$ cat src/rtl/riscv_pkg.sv
// Shared sizing constants for the RISC-V integer datapath.
package riscv_pkg;
    localparam int XLEN = 32;
    localparam int REGN = 32;
    localparam int REGW = $clog2(REGN);
    localparam logic [REGW-1:0] REG_ZERO = '0;
endpackage

$ cat src/rtl/riscv_regfile.sv
// Integer register file: one synchronous write port, whole array read out, x0 hardwired to zero.
module riscv_regfile
    import riscv_pkg::*;
(
    input  logic            clk,
    input  logic            rst,
    input  logic            we,
    input  logic [REGW-1:0] waddr,
    input  logic [XLEN-1:0] wdata,
    output logic [XLEN-1:0] rdata [0:REGN-1]
);

    // x0 has no storage; only x1..x(REGN-1) are flops.
    logic [XLEN-1:0] mem [1:REGN-1];

    always_ff @(posedge clk) begin
        if (rst) begin
            for (int i = 1; i < REGN; i++) begin
                mem[i] <= '0;
            end
        end else if (we && (waddr != REG_ZERO)) begin
            mem[waddr] <= wdata;
        end
    end

    always_comb begin
        rdata[0] = '0;
        for (int i = 1; i < REGN; i++) begin
            rdata[i] = mem[i];
        end
    end

endmodule

$ cat src/rtl/riscv_wb.sv
// Write-back stage: picks execute or load result and commits it to the register file.
module riscv_wb
    import riscv_pkg::*;
(
    input  logic            clk,
    input  logic            rst,
    input  logic [XLEN-1:0] exdata,
    input  logic [XLEN-1:0] memdata,
    input  logic            memfeth,
    input  logic [REGW-1:0] rd,
    output logic [XLEN-1:0] regs [0:REGN-1],
    output logic            wr_on_zero
);

    logic [XLEN-1:0] wdata_p0;
    logic            we_p0;

    // Stage p0: source select and write enable; bubbles arrive as rd == x0.
    always_comb begin
        wdata_p0 = memfeth ? memdata : exdata;
        we_p0    = (rd != REG_ZERO);
    end

    riscv_regfile u_regfile (
        .clk   (clk),
        .rst   (rst),
        .we    (we_p0),
        .waddr (rd),
        .wdata (wdata_p0),
        .rdata (regs)
    );

    always_ff @(posedge clk) begin
        if (rst) begin
            wr_on_zero <= 1'b0;
        end else begin
            wr_on_zero <= ~we_p0;
        end
    end

endmodule

$ cat config.mk
export PLATFORM = sky130hd
export DESIGN_NAME = riscv_wb
export DESIGN_NICKNAME = d
export VERILOG_FILES = /design/src/rtl/riscv_pkg.sv /design/src/rtl/riscv_regfile.sv /design/src/rtl/riscv_wb.sv
export SDC_FILE = /design/constraint.sdc
export NUM_CORES = 1
export LEC_CHECK = 0
export CORE_AREA = 2 2 426 428
export DETAILED_ROUTE_END_ITERATION = 7
export DIE_AREA = 0 0 428 430
export GPL_TIMING_DRIVEN = 0
export HOLD_SLACK_MARGIN = 0.12
export PLACE_DENSITY_LB_ADDON = 0.1
export SKIP_CTS_REPAIR_TIMING = 1
export SLEW_MARGIN = 20
export SYNTH_ARGS = -nofsm -noshare
export SYNTH_HDL_FRONTEND = slang
export SYNTH_HIERARCHICAL = 1
export SYNTH_SLANG_ARGS = --single-unit
$ cat constraint.sdc
create_clock -name clk -period 10.18 [get_ports clk]
set_clock_uncertainty 0.05 [all_clocks]
set_input_delay 2.036 -clock clk [delete_from_list [all_inputs] [get_ports clk]]
set_output_delay 2.036 -clock clk [all_outputs]
set_load 0.01 [all_outputs]
==> impl_metrics.toml <==
[sta]
min_period_over_period_pct = 50.8
drv_slew = 0
finalHoldViolCount = 0
tightest_slew_ns = 1.25
finalSetupViolations = 0
tns_ns = 0
rsz0062_at_grt = "no"
setup_ws_ns = 5.01
fmaxAchievable_mhz = 193
slew-limit-headroom_pct = 16.6
fin_crit_ns = 5.17

[logic_synthesis]
synth-seq-area-share_pct = 77.9
synth_edf_count = 992
yosysMostFrequentCell = "edfxtp_1"
syn_area_um2 = 38300
synthTopCellsByArea = "edfxtp_1 78%, nor3_1 9.4%, nor3_2 3.8%"
async_flop_share_pct = 0
synth_top_cell_by_area = "edfxtp_1"
synth_ff_type = "edfxtp_1"
ys_seq_elements = 993
synthCells = 2459
yosysWarnings = 6
syn_area_per_cell_um2 = 15.6
synth_commonest_cells = "992 x edfxtp_1, 719 x nor3_1, 169 x clkbuf_1"
ys_types = 30
synth_top_area_share_pct = 77.8

[flow_run]
maxCapViolCount = 0

[setup_path]
criticalPathCategory = "input pin to register"
start_kind = "input pin"
startpoint = "rd[1]"
path_max_fanout = 17
required_ns = 10.61
slowest_stage = "clkbuf_2"
slowest_delay_ns = 0.63
path_common_cell = "buf_2"
critical_path_arrival_ns = 5.60
endpoint = "u_regfile/mem[26][10]"
critical_path.endpoint_type = "register"
path_cells = "clkdlybuf4s50_1, nor3_1, nand2_1, nand4bb_1, buf_2, clkbuf_2, buf_2, o21bai_4, buf_12"

[die]
core_area_um2 = 180000
num_io_pins = 1097
rows = 156
die_area_um2 = 184000
die_h_um = 430
chipWidth_um = 428
initial_utilization_pct = 21.3

[detailed_routing]
drtPass1Iterations = 5
via_per_inst = 4.47
wl_per_cell_um = 35.1
vias = 27631
ant_nets = 0
drtIter0Drc = 2295
drc = 0
routed_wl_um = 217000

[global_route]
grt-ovfl-total = 0
grt_usage_pct = 22.8
grt_pass1_vias = 27189
grt_max_degree = 27
grt_pass1_wl_um = 279000
antenna_found_initial = 15

[cells_and_area]
area_growth_pct = 48.2
fin_nets = 3782
multi_input_area_um2 = 7100
fin_util_pct = 31.6
drive_gt1_share_pct = 14.5
seqCellArea_um2 = 29800
n_fill_cell = 18107

[pwr]
leakagePower_nw = 17.7
powerDensity_nw_per_um2 = 181
vdd_ir_drop_max_v = 0.000140

[place]
dpl.hpwl_um = 161000
finalWeightedCongestion = 0.834
port_buffers = 1063
preCtsSetupSlack_ns = 4.17

[worst_hold_path]
min_path_type = "input pin to register"

[clocking]
htree_levels = 3
cts.clk_slew.worst_paths_ns = 0.06
numClockSinks = 993
root_buffer = "clkbuf_16"
cts_tree = "done"
cts_inserted_buffers = 116
clock_path_buffers = 3

[status]
status = "complete, no violations"
[power by group]
group	switching, mW	internal [mW]	total [mW]
logic	0.919	0.526	1.44
clock network	1.79	2.21	4.00
registers	0.0792	4.73	4.81
[cells in the final DEF, fill, tap and decap left out, types with 2 or more instances in the layout]
cell type | netlist | routed
nand4bb_1 | 2 | 2
clkinv_4 | 0 | 2
nor3b_1 | 2 | 2
clkbuf_1 | 169 | 180
nor4bb_1 | 2 | 2
edfxtp_1 | 992 | 992
buf_6 | 21 | 21
clkinv_1 | 32 | 65
clkbuf_16 | 0 | 116
buf_2 | 77 | 79
clkdlybuf4s50_1 | 0 | 1063
mux2_4 | 30 | 30
or3b_2 | 3 | 3
buf_12 | 3 | 23
mux2_2 | 2 | 2
nand4b_1 | 33 | 33
clkbuf_2 | 0 | 19
bufinv_16 | 0 | 5
o21bai_4 | 0 | 25
conb_1 | 1 | 32
buf_16 | 0 | 18
nand3b_1 | 3 | 3
clkinvlp_4 | 0 | 2
a21o_2 | 0 | 6
nor2_1 | 129 | 129
buf_1 | 22 | 20
diode_2 | 0 | 5
nor3_1 | 719 | 719
clkinv_8 | 0 | 2
clkinv_2 | 0 | 14
buf_8 | 1 | 2
buf_4 | 32 | 32
inv_6 | 0 | 2
nor3_2 | 146 | 146
[per-stage QoR]
| stage | hold slack [ns] | std cells | power [mW] | cell area [um^2] |
|---|---|---|---|---|
| final | 1.94 | 6176 | 10.3 | 56700 |
| after global routing | 1.91 | 6174 | 10.6 | 56700 |
| after CTS | 1.86 | 6171 | 10.4 | 56700 |
| after detailed placement | 2.68 | 5962 | 6.37 | 53200 |
| after global placement | 2.67 | 5923 | 6.34 | 52000 |
| after floorplan | 2.18 | 2490 | 5.32 | 38400 |
[cells by family (layout without fill, tap and decap cells)]
logic type	Yosys count	after routing	synth area share (%)
compound gates	31	31	0.608
buf+inv	357	1668	4.64
flops	993	993	77.9
mux	32	32	1.24
other cells	1	37	0.00980
simple gates	1045	1045	15.6
[registers in the layout, summed over array words and instances (netlist names)]
| name | count |
|---|---|
| wr_on_zero | 1 |
| u_regfile/mem | 992 |
[critical path, delay by kind of cell]
kind / cells / cell delay [ns]
simple gates: 3 / 0.64
compound gates: 1 / 0.34
buf+inv: 5 / 2.51
[layer usage]
metal	up-vias	global-route usage, %	share of wire, %
li1	11748	-	-
met1	14577	28.0	41
met2	1085	39.7	50
met3	221	4.65	5.8
met4	0	8.05	3.4
met5	-	0	0
[worst min-delay path by stage]
stage               startpoint         end  slack, ns  depth (start not counted)
global placement           rst  wr_on_zero       2.67                          2
CTS                        rst  wr_on_zero       1.86                          2
global route               rst  wr_on_zero       1.91                          2
detailed placement         rst  wr_on_zero       2.68                          2
floorplan                  rst  wr_on_zero       2.18                          1
finish                     rst  wr_on_zero       1.94                          2
[area by class of cell]
cell class              count  share of cell area (%)
clock buffers             146                    5.31
plain buffers             325                    2.96
diodes                      5                  0.0221
repair buffers           1102                    20.4
well taps                2370                    5.23
inverters                  32                   0.216
flip-flops and latches    993                    52.5
clock inverters            63                   0.856
multi-input cells        1140                    12.5
Power figures use the tool's default switching activity.
